<file path="src/rtl/mips_pkg.sv">
// Shared MIPS pipeline constants: load-type codes, writeback entry state
// encoding and the hard-wired zero register index.
package mips_pkg;

    localparam logic [2:0] LT_LW  = 3'b000;
    localparam logic [2:0] LT_LB  = 3'b001;
    localparam logic [2:0] LT_LBU = 3'b010;
    localparam logic [2:0] LT_LH  = 3'b011;
    localparam logic [2:0] LT_LHU = 3'b100;

    localparam logic [1:0] WB_EMPTY   = 2'd0;
    localparam logic [1:0] WB_PENDING = 2'd1;
    localparam logic [1:0] WB_DONE    = 2'd2;

    localparam int REG_ZERO = 0;

endpackage

</file>
<file path="src/rtl/writeback_stage_if.sv">
// MEM/WB bus: MEM-stage fields and pipeline control in, register-file write
// triple, decode bypass and retirement count out.
interface writeback_stage_if #(
    parameter int DATA_W = 32,
    parameter int REG_AW = 5,
    parameter int CNT_W  = 32
);
    logic              mem_valid;
    logic              mem_reg_write;
    logic              mem_mem_to_reg;
    logic [2:0]        mem_load_type;
    logic [1:0]        mem_byte_off;
    logic [DATA_W-1:0] mem_alu_result;
    logic [DATA_W-1:0] mem_read_data;
    logic [REG_AW-1:0] mem_dest;
    logic              stall;
    logic              flush;
    logic [REG_AW-1:0] read_register1;
    logic [REG_AW-1:0] read_register2;
    logic [REG_AW-1:0] write_register;
    logic [DATA_W-1:0] in_data;
    logic              write_enable;
    logic              bypass_hit1;
    logic              bypass_hit2;
    logic [DATA_W-1:0] bypass_data1;
    logic [DATA_W-1:0] bypass_data2;
    logic [CNT_W-1:0]  retired_count;

    modport master (
        output mem_valid, mem_reg_write, mem_mem_to_reg, mem_load_type,
               mem_byte_off, mem_alu_result, mem_read_data, mem_dest,
               stall, flush, read_register1, read_register2,
        input  write_register, in_data, write_enable,
               bypass_hit1, bypass_hit2, bypass_data1, bypass_data2,
               retired_count
    );

    modport slave (
        input  mem_valid, mem_reg_write, mem_mem_to_reg, mem_load_type,
               mem_byte_off, mem_alu_result, mem_read_data, mem_dest,
               stall, flush, read_register1, read_register2,
        output write_register, in_data, write_enable,
               bypass_hit1, bypass_hit2, bypass_data1, bypass_data2,
               retired_count
    );
endinterface

</file>
<file path="src/rtl/writeback_stage_load_extend.sv">
// Big-endian load byte/half extraction with sign or zero extension
// (purely combinational, 32-bit words).
module load_extend
    import mips_pkg::*;
(
    input  logic [31:0] read_data,
    input  logic [1:0]  byte_off,
    input  logic [2:0]  load_type,
    output logic [31:0] load_data
);

    logic [7:0]  byte_lane [4];
    logic [7:0]  byte_sel;
    logic [15:0] half_sel;

    // Byte k is the k-th most significant byte of the word.
    generate
        for (genvar gi = 0; gi < 4; gi++) begin : g_lane
            assign byte_lane[gi] = read_data[31-8*gi -: 8];
        end
    endgenerate

    always_comb begin
        byte_sel = byte_lane[byte_off];
        half_sel = byte_off[1] ? read_data[15:0] : read_data[31:16];
        case (load_type)
            LT_LB:   load_data = {{24{byte_sel[7]}}, byte_sel};
            LT_LBU:  load_data = {24'd0, byte_sel};
            LT_LH:   load_data = {{16{half_sel[15]}}, half_sel};
            LT_LHU:  load_data = {16'd0, half_sel};
            default: load_data = read_data;
        endcase
    end

endmodule

</file>
<file path="src/rtl/writeback_stage.sv">
// MEM/WB pipeline register and register-file write generation.
// Optional decode-stage forwarding of the pending write: define WB_BYPASS_EN.
module writeback_stage
    import mips_pkg::*;
#(
    parameter int DATA_W = 32,
    parameter int REG_AW = 5,
    parameter int CNT_W  = 32
) (
    input logic               clk,
    input logic               rst_n,
    writeback_stage_if.slave  wb
);

    logic [1:0]        state_reg, state_next;
    logic              reg_write_reg;
    logic              mem_to_reg_reg;
    logic [2:0]        load_type_reg;
    logic [1:0]        byte_off_reg;
    logic [DATA_W-1:0] alu_reg;
    logic [DATA_W-1:0] read_data_reg;
    logic [REG_AW-1:0] dest_reg;
    logic [CNT_W-1:0]  retired_reg;
    logic [DATA_W-1:0] load_word;
    logic              write_hit;

    // Flush wins over stall; a stalled entry that has been written parks in DONE.
    always_comb begin
        if (wb.flush)
            state_next = WB_EMPTY;
        else if (wb.stall)
            state_next = (state_reg == WB_EMPTY) ? WB_EMPTY : WB_DONE;
        else
            state_next = wb.mem_valid ? WB_PENDING : WB_EMPTY;
    end

    always_ff @(posedge clk or negedge rst_n) begin
        if (!rst_n) begin
            state_reg      <= WB_EMPTY;
            reg_write_reg  <= 1'b0;
            mem_to_reg_reg <= 1'b0;
            load_type_reg  <= LT_LW;
            byte_off_reg   <= 2'd0;
            alu_reg        <= '0;
            read_data_reg  <= '0;
            dest_reg       <= '0;
            retired_reg    <= '0;
        end else begin
            state_reg <= state_next;
            if (!wb.stall) begin
                reg_write_reg  <= wb.mem_reg_write;
                mem_to_reg_reg <= wb.mem_mem_to_reg;
                load_type_reg  <= wb.mem_load_type;
                byte_off_reg   <= wb.mem_byte_off;
                alu_reg        <= wb.mem_alu_result;
                read_data_reg  <= wb.mem_read_data;
                dest_reg       <= wb.mem_dest;
            end
            // Any edge seen in PENDING is the edge at which that write lands.
            if (state_reg == WB_PENDING)
                retired_reg <= retired_reg + CNT_W'(1);
        end
    end

    generate
        if (DATA_W == 32) begin : g_ext
            load_extend u_load_extend (
                .read_data (read_data_reg),
                .byte_off  (byte_off_reg),
                .load_type (load_type_reg),
                .load_data (load_word)
            );
        end else begin : g_raw
            assign load_word = read_data_reg;
        end
    endgenerate

    assign write_hit = (state_reg == WB_PENDING) && reg_write_reg &&
                       (dest_reg != REG_AW'(REG_ZERO));

    assign wb.write_enable   = write_hit;
    assign wb.write_register = dest_reg;
    assign wb.in_data        = mem_to_reg_reg ? load_word : alu_reg;
    assign wb.retired_count  = retired_reg;

`ifdef WB_BYPASS_EN
    logic [REG_AW-1:0] rd_addr [2];
    logic              hit     [2];

    assign rd_addr[0] = wb.read_register1;
    assign rd_addr[1] = wb.read_register2;

    generate
        for (genvar gi = 0; gi < 2; gi++) begin : g_byp
            assign hit[gi] = write_hit && (dest_reg == rd_addr[gi]);
        end
    endgenerate

    assign wb.bypass_hit1  = hit[0];
    assign wb.bypass_hit2  = hit[1];
    assign wb.bypass_data1 = wb.in_data;
    assign wb.bypass_data2 = wb.in_data;
`else
    logic unused_rd_addr;
    assign unused_rd_addr  = ^{wb.read_register1, wb.read_register2};
    assign wb.bypass_hit1  = 1'b0;
    assign wb.bypass_hit2  = 1'b0;
    assign wb.bypass_data1 = '0;
    assign wb.bypass_data2 = '0;
`endif

endmodule

</file>
<file path="src/flat_wrapper.sv">
// flat-port wrapper written by rule: the top's interface ports become plain ports
module writeback_stage_flat import mips_pkg::*;
#(
    parameter int DATA_W = 32,
    parameter int REG_AW = 5,
    parameter int CNT_W  = 32
)
  (clk, rst_n, wb_mem_valid, wb_mem_reg_write, wb_mem_mem_to_reg, wb_mem_load_type, wb_mem_byte_off, wb_mem_alu_result, wb_mem_read_data, wb_mem_dest, wb_stall, wb_flush, wb_read_register1, wb_read_register2, wb_write_register, wb_in_data, wb_write_enable, wb_bypass_hit1, wb_bypass_hit2, wb_bypass_data1, wb_bypass_data2, wb_retired_count);
  writeback_stage_if #(.DATA_W(DATA_W), .REG_AW(REG_AW), .CNT_W(CNT_W)) wb_i ();
  input logic clk;
  input logic rst_n;
  input wire logic [$bits(wb_i.mem_valid)-1:0] wb_mem_valid;
  input wire logic [$bits(wb_i.mem_reg_write)-1:0] wb_mem_reg_write;
  input wire logic [$bits(wb_i.mem_mem_to_reg)-1:0] wb_mem_mem_to_reg;
  input wire logic [$bits(wb_i.mem_load_type)-1:0] wb_mem_load_type;
  input wire logic [$bits(wb_i.mem_byte_off)-1:0] wb_mem_byte_off;
  input wire logic [$bits(wb_i.mem_alu_result)-1:0] wb_mem_alu_result;
  input wire logic [$bits(wb_i.mem_read_data)-1:0] wb_mem_read_data;
  input wire logic [$bits(wb_i.mem_dest)-1:0] wb_mem_dest;
  input wire logic [$bits(wb_i.stall)-1:0] wb_stall;
  input wire logic [$bits(wb_i.flush)-1:0] wb_flush;
  input wire logic [$bits(wb_i.read_register1)-1:0] wb_read_register1;
  input wire logic [$bits(wb_i.read_register2)-1:0] wb_read_register2;
  output wire logic [$bits(wb_i.write_register)-1:0] wb_write_register;
  output wire logic [$bits(wb_i.in_data)-1:0] wb_in_data;
  output wire logic [$bits(wb_i.write_enable)-1:0] wb_write_enable;
  output wire logic [$bits(wb_i.bypass_hit1)-1:0] wb_bypass_hit1;
  output wire logic [$bits(wb_i.bypass_hit2)-1:0] wb_bypass_hit2;
  output wire logic [$bits(wb_i.bypass_data1)-1:0] wb_bypass_data1;
  output wire logic [$bits(wb_i.bypass_data2)-1:0] wb_bypass_data2;
  output wire logic [$bits(wb_i.retired_count)-1:0] wb_retired_count;
  assign wb_i.mem_valid = wb_mem_valid;
  assign wb_i.mem_reg_write = wb_mem_reg_write;
  assign wb_i.mem_mem_to_reg = wb_mem_mem_to_reg;
  assign wb_i.mem_load_type = wb_mem_load_type;
  assign wb_i.mem_byte_off = wb_mem_byte_off;
  assign wb_i.mem_alu_result = wb_mem_alu_result;
  assign wb_i.mem_read_data = wb_mem_read_data;
  assign wb_i.mem_dest = wb_mem_dest;
  assign wb_i.stall = wb_stall;
  assign wb_i.flush = wb_flush;
  assign wb_i.read_register1 = wb_read_register1;
  assign wb_i.read_register2 = wb_read_register2;
  assign wb_write_register = wb_i.write_register;
  assign wb_in_data = wb_i.in_data;
  assign wb_write_enable = wb_i.write_enable;
  assign wb_bypass_hit1 = wb_i.bypass_hit1;
  assign wb_bypass_hit2 = wb_i.bypass_hit2;
  assign wb_bypass_data1 = wb_i.bypass_data1;
  assign wb_bypass_data2 = wb_i.bypass_data2;
  assign wb_retired_count = wb_i.retired_count;
  writeback_stage #(.DATA_W(DATA_W), .REG_AW(REG_AW), .CNT_W(CNT_W)) u_core (.clk(clk), .rst_n(rst_n), .wb(wb_i));
endmodule
</file>
<file path="config.mk">
export PLATFORM = sky130hd
export DESIGN_NAME = writeback_stage_flat
export DESIGN_NICKNAME = d
export VERILOG_FILES = /design/src/rtl/mips_pkg.sv /design/src/rtl/writeback_stage_if.sv /design/src/rtl/writeback_stage_load_extend.sv /design/src/rtl/writeback_stage.sv /design/src/flat_wrapper.sv
export SDC_FILE = /design/constraint.sdc
export NUM_CORES = 1
export LEC_CHECK = 0
export CORE_ASPECT_RATIO = 1.5
export CORE_UTILIZATION = 45
export CTS_BUF_LIST = sky130_fd_sc_hd__clkbuf_16
export DETAILED_ROUTE_END_ITERATION = 6
export GPL_ROUTABILITY_DRIVEN = 0
export GPL_TIMING_DRIVEN = 0
export PLACE_DENSITY = 0.89
export SYNTH_ARGS = -nofsm -noshare
export SYNTH_HDL_FRONTEND = slang
export SYNTH_SLANG_ARGS = --single-unit
</file>
<file path="constraint.sdc">
create_clock -name clk -period 2.35 [get_ports clk]
set_clock_uncertainty 0.15 [all_clocks]
set_input_delay 0.5875 -clock clk [delete_from_list [all_inputs] [get_ports clk]]
set_output_delay 0.5875 -clock clk [all_outputs]
set_load 0.02 [all_outputs]
</file>
==> results.sh, run 1 <==
export IMPL_dieArea_mm2=0.0137
export IMPL_avgSynthCellArea_um2=10.5
export IMPL_utilization_pct=67.4
export IMPL_start_util_pct=46.0
export IMPL_outcome="finished with violations"
export IMPL_syn_cell_area_mm2=0.00596
export IMPL_design_area_mm2=0.00873
export IMPL_violations="negative setup slack"
export IMPL_dr_pass1_iters=6
export IMPL_hpwl_um=12000
export IMPL_r2r_start="u_core.wb.retired_count[0]"
export IMPL_path_buf_inv=1
export IMPL_cts_sinks=110
export IMPL_wirelength_um=16700
export IMPL_nFillCells=919
export IMPL_setup_violations=32
export IMPL_htree_levels=3
export IMPL_row_count=51
export IMPL_antenna_found_initial=1
export IMPL_area_growth_pct=46.7
export IMPL_synth_seq_area_share_pct=46.2
export IMPL_post_route_period_util_pct=122
export IMPL_core_region_area_mm2=0.0130
export IMPL_crit_arrival_ps=2120
export IMPL_syn_inst=567
export IMPL_path_cells="maj3_2 -> mux2i_4 -> nor2_2 -> a211oi_2 -> a21oi_1 -> buf_4"
export IMPL_drt_first_iter_violations=196
export IMPL_tightest_slew_ps=741
export IMPL_min_period_ps=2860
export IMPL_powerDensity_mw_per_mm2=636
export IMPL_synth_area_leaders="dfrtp_1, mux2_2, buf_4, nor2_1, a21oi_1"
export IMPL_maxSlewViolCount=0
export IMPL_whs_ps=136
export IMPL_clockBufferDepth=2
export IMPL_finalWorstSetupSlack_ps=-508
export IMPL_max_stage_delay_ps=470
export IMPL_ant_nets=0
export IMPL_ios=227
export IMPL_async_flop_share_pct=100
export IMPL_clk_pin_slew_ps=80
export IMPL_ir_worst_vdd_mv=0.505
export IMPL_relSlewSlack_pct=50.6
export IMPL_drv_cap=0
export IMPL_dieHeight_um=143
export IMPL_drc_errors=0
export IMPL_hold_violations=0
export IMPL_cts_tree="built"
export IMPL_grt_overflow_total=0
export IMPL_vias_per_cell=5.22
export IMPL_max_freq_ghz=0.350
export IMPL_reg2reg_depth=7
export IMPL_synth_ff_type="dfrtp_1"
export IMPL_grt_usage_pct=24.7
export IMPL_hold_path_class="primary input to async pin"
export IMPL_r2r_end="u_core.wb.retired_count[14]"
export IMPL_synth_edf_count=0
export IMPL_cts_buffers=9
export IMPL_synth_top_area_share_pct=46.2
export IMPL_power_leakage_nw=3.87
export IMPL_synth_cell_types=45
export IMPL_path_class="register to output pin"
export IMPL_grt_pass1_vias=4912
export IMPL_yosysTopAreaCell="dfrtp_1"
export IMPL_grt_pass1_wl_um=25300
export IMPL_wire_per_inst_um=17.2
export IMPL_critPathRequiredTime_ps=1610
export IMPL_ys_ff_latch=110
export IMPL_port_buffers=149
export IMPL_grt_max_degree=61
export IMPL_fin_nets=897
export IMPL_crit_path_max_fanout=7
export IMPL_layout_drive_gt1_share_pct=36.1
export IMPL_end_kind="output pin"
export IMPL_vias=5060
export IMPL_synth_yosys_warnings=0
export IMPL_clock_latency_ps=340
export IMPL_dpl_cell_area_mm2=0.00793
export IMPL_crit_family="flip-flops"
export IMPL_cts_root_buf="clkbuf_16"
export IMPL_cp_start_kind="register"
export IMPL_cpMaxStageDelayCell="dfrtp_2"
export IMPL_rrSetupSlack_ps=280
export IMPL_grt_setup_unrepaired="true"
export IMPL_die_w_um=95.9
## worst register-to-register path, cell delays in order, from the launching register on
cell and delay, ps:
dfrtp_1 420, ha_1 210, nand4b_1 220, nor3_2 360, and3_1 190, buf_2 150, nand3_1 110, xnor2_1 140
## where the power goes
group          switching (W)  internal [W]
logic                0.00100      0.000903
registers           0.000167       0.00206
clock network       0.000703      0.000722
total                0.00187       0.00369
## final cells by class
type                            instances  area, µm²  share of cell area (%)
Antenna cell                            1       2.50                  0.0286
Buffer                                 95        684                    7.84
Clock buffer                            9        225                    2.58
Clock inverter                          6       47.5                   0.544
Inverter                                4       17.5                   0.201
Multi-Input combinational cell        421       3210                    36.7
Sequential cell                       110       2760                    31.6
Tap cell                              159        199                    2.28
Timing Repair Buffer                  164       1600                    18.3
## placed cells by master, fill, tap and decap left out, drive strengths merged, types with 2 or more instances in the layout
cell type	count
buf	134
clkdlybuf4s50	115
dfrtp	110
mux2	79
conb	66
nor2	58
a21oi	34
nand2	33
nand3	20
xnor2	19
clkbuf	19
a31oi	17
xor2	14
mux2i	10
o21ai	9
a22oi	8
a211oi	7
nor2b	7
nand4	6
and4	5
and3	5
inv	5
nor3	5
nor3b	3
nor4	3
clkinv	3
or3	2
clkinvlp	2
and2	2
## cell usage after synthesis, drive strengths merged (2+ instances only)
cell,number
dfrtp,110
buf,85
mux2,79
nor2,58
a21oi,34
nand2,33
nand3,20
xnor2,19
a31oi,17
xor2,14
clkbuf,12
mux2i,10
o21ai,9
a22oi,8
a211oi,7
nor2b,7
nand4,6
and3,5
and4,5
nor3,5
inv,4
nor3b,3
nor4,3
and2,2
or3,2
## through the flow
stage	instances	power [W]	setup WS [ps]	setup TNS, ps
5_1_grt	969	0.00582	-580	-15750
6_report	969	0.00556	-508	-13760
2_1_floorplan	632	0.00317	-67.8	-731
4_1_cts	961	0.00542	-492	-14230
3_5_place_dp	941	0.00387	-981	-24070
3_3_place_gp	940	0.00383	-3660	-425460
## routing by layer
| metal | track usage (%) | up-vias | share of wire, % |
|---|---|---|---|
| li1 | - | 2311 | - |
| met1 | 26.2 | 2436 | 35 |
| met2 | 44.0 | 258 | 52 |
| met3 | 6.44 | 55 | 8.3 |
| met4 | 13.0 | 0 | 4.9 |
| met5 | 0 | - | 0 |
## what timing repair did
item                       in CTS  in global routing
gates resized for setup       247                 48
cloned                          1                  1
hold buffers                    0                  0
hold endpoints to repair        0                  0
buffers inserted                5                  7
setup endpoints to repair      33                 32
pin swaps                      22                  9
## worst max path at each step
stage,startpoint,endpoint,slack [ps],depth (start not counted)
detailed placement,u_core.byte_off_reg[0],wb_in_data[3],-980,6
CTS,u_core.byte_off_reg[0],wb_in_data[3],-490,6
global route,u_core.load_type_reg[0],wb_in_data[3],-580,6
floorplan,u_core.byte_off_reg[1],wb_in_data[21],-70,7
finish,u_core.byte_off_reg[0],wb_in_data[2],-510,6
global placement,rst_n,u_core.alu_reg[6],-3660,1
## cells by family after synthesis
family / count (synthesis) / share of synthesized area, %
xor+xnor: 33 / 4.85
buf+inv: 101 / 10.9
flops: 110 / 46.2
fa+ha+maj: 2 / 0.378
compound gates: 79 / 7.90
other cells: 1 / 0.0630
simple gates: 152 / 13.0
mux: 89 / 16.6
(Power assumes the default switching activity.)
==> run 2, diff against run 1 <==
Settings changed: CELL_PAD_IN_SITES_DETAIL_PLACEMENT from default to 1, CELL_PAD_IN_SITES_GLOBAL_PLACEMENT from default to 2, CORE_UTILIZATION 45 to 27, SKIP_LAST_GASP from default to 1.
==> results.sh, run 2 (synthesis results as in run 1) <==
export IMPL_outcome="finished with violations"
export IMPL_violations="negative setup slack"
export IMPL_power_w=0.00571
export IMPL_setup_tns_ps=-15640
export IMPL_wirelength_um=19200
export IMPL_row_count=66
export IMPL_fin_nets=896
export IMPL_critPathRequiredTime_ps=1610
export IMPL_vias=4910
export IMPL_crit_arrival_ps=2170
export IMPL_seqCellArea_mm2=0.00276
export IMPL_grt_overflow_total=0
export IMPL_dieHeight_um=184
export IMPL_power_leakage_nw=3.88
export IMPL_max_freq_ghz=0.344
export IMPL_placed_cells=1054
export IMPL_cts_root_buf="clkbuf_16"
export IMPL_drt_first_iter_violations=140
export IMPL_clockBufferDepth=2
export IMPL_dieArea_mm2=0.0227
export IMPL_clock_latency_ps=370
export IMPL_grt_pass1_vias=5204
export IMPL_cp_common_cell="buf_4"
export IMPL_powerDensity_mw_per_mm2=643
export IMPL_drv_cap=0
export IMPL_grt_usage_pct=17.4
export IMPL_max_stage_delay_ps=470
export IMPL_end_kind="output pin"
export IMPL_area_growth_pct=49.1
export IMPL_grt_pass1_wl_um=29400
export IMPL_nFillCells=2434
export IMPL_wire_per_inst_um=17.8
export IMPL_layout_drive_gt1_share_pct=34.7
export IMPL_finalWorstSetupSlack_ps=-558
export IMPL_crit_path_max_fanout=6
export IMPL_relSlewSlack_pct=51.6
export IMPL_min_period_ps=2910
export IMPL_port_buffers=149
export IMPL_ios=227
export IMPL_antenna_found_initial=0
export IMPL_hpwl_um=14300
export IMPL_drc_errors=0
export IMPL_path_class="register to output pin"
export IMPL_mostFrequentLayoutCells="clkdlybuf4s50_1, dfrtp_1, buf_4"
export IMPL_final_cells=1081
export IMPL_path_cells="maj3_2 -> mux2i_4 -> buf_4 -> nor2_2 -> a211oi_2 -> a21oi_1 -> buf_4"
export IMPL_tightest_slew_ps=725
export IMPL_setup_violations=32
export IMPL_post_route_period_util_pct=124
export IMPL_die_w_um=123
export IMPL_grt_setup_unrepaired="true"
export IMPL_start_util_pct=27.5
export IMPL_vias_per_cell=4.54
export IMPL_cts_buffers=9
export IMPL_dr_pass1_iters=4
export IMPL_cts_sinks=110
export IMPL_core_region_area_mm2=0.0216
export IMPL_grt_max_degree=77
export IMPL_maxSlewViolCount=0
export IMPL_ir_worst_vdd_mv=0.392
export IMPL_multiInputGateArea_mm2=0.00315
export IMPL_cpMaxStageDelayCell="dfrtp_2"
export IMPL_cp_start_kind="register"
export IMPL_hold_path_class="register to register"
export IMPL_antenna_cells=0
export IMPL_ant_nets=0
export IMPL_final_common_cell="clkdlybuf4s50_1"
export IMPL_clk_pin_slew_ps=90
export IMPL_cts_tree="built"
export IMPL_htree_levels=3
export IMPL_hold_violations=0
==> run 2: changes by cell type in the layout (fill, tap and decap cells not counted), sizes merged <==
cell,before,now
clkbuf,19,17
inv,5,7
buf,134,133
clkdlybuf4s15,0,1
clkinvlp,2,1
diode,1,0
dlygate4sd3,0,1
==> run 2: layer usage <==
layer	up-vias	global-route usage, %	share of wire (%)
met3	19	4.50	6.6
met5	-	0	0
met1	2429	18.9	38
li1	2303	-	-
met2	159	31.3	53
met4	0	7.37	2.5
==> run 2: worst max-delay path: cells and delay by family, from the launching register on <==
family	cells	cell delay, ps
AND/OR/NAND/NOR	1	40
adder cells (fa/ha/maj)	1	340
buffers and inverters	2	330
multiplexers	1	230
AO/OA/AOI/OAI	2	390
flip-flops	1	470
==> run 2: area by class of cell <==
type	count	share of cell area, %
plain buffers	95	7.82
clock buffers	9	2.54
clock inverters	7	0.845
inverters	4	0.169
multi-input cells	421	35.5
flip-flops and latches	110	31.0
well taps	272	3.83
repair buffers	163	18.3
==> run 2: final timing paths <==
path	from	end	slack, ps	cells after the start
min	u_core.wb.retired_count[31]	u_core.wb.retired_count[31]	330	1
min reg2reg	u_core.wb.retired_count[31]	u_core.wb.retired_count[31]	330	1
max in group asynchronous	rst_n	u_core.load_type_reg[0]	770	3
max reg2reg	u_core.wb.retired_count[0]	u_core.wb.retired_count[16]	200	7
max	u_core.load_type_reg[0]	wb_in_data[2]	-560	7
min in group asynchronous	rst_n	u_core.wb.retired_count[31]	530	2
==> run 2: metrics by stage <==
stage,utilization (%),instance area (µm²),hold slack [ps],worst slack [ps]
after global routing,41.1,8880,343,-643
after floorplan,-,6210,142,-67.8
after detailed placement,37.3,8080,315,-1180
final,41.1,8880,332,-558
after global placement,37.2,8050,312,-4020
after CTS,40.1,8680,330,-598
==> run 2: where the power goes <==
group	total (W)	switching, W	internal, W
clock	0.00157	0.000821	0.000753
combinational	0.00190	0.000999	0.000902
sequential	0.00223	0.000172	0.00206
total	0.00571	0.00199	0.00372
==> run 2: what timing repair did <==
item                                    4_1_cts  5_1_grt
pin swaps                                    26       17
endpoints found under the setup margin       33       33
hold buffers                                  1        0
hold endpoints to repair                     34        0
buffers inserted                              6        5
resized for setup                           249       42
gates cloned                                  1        0
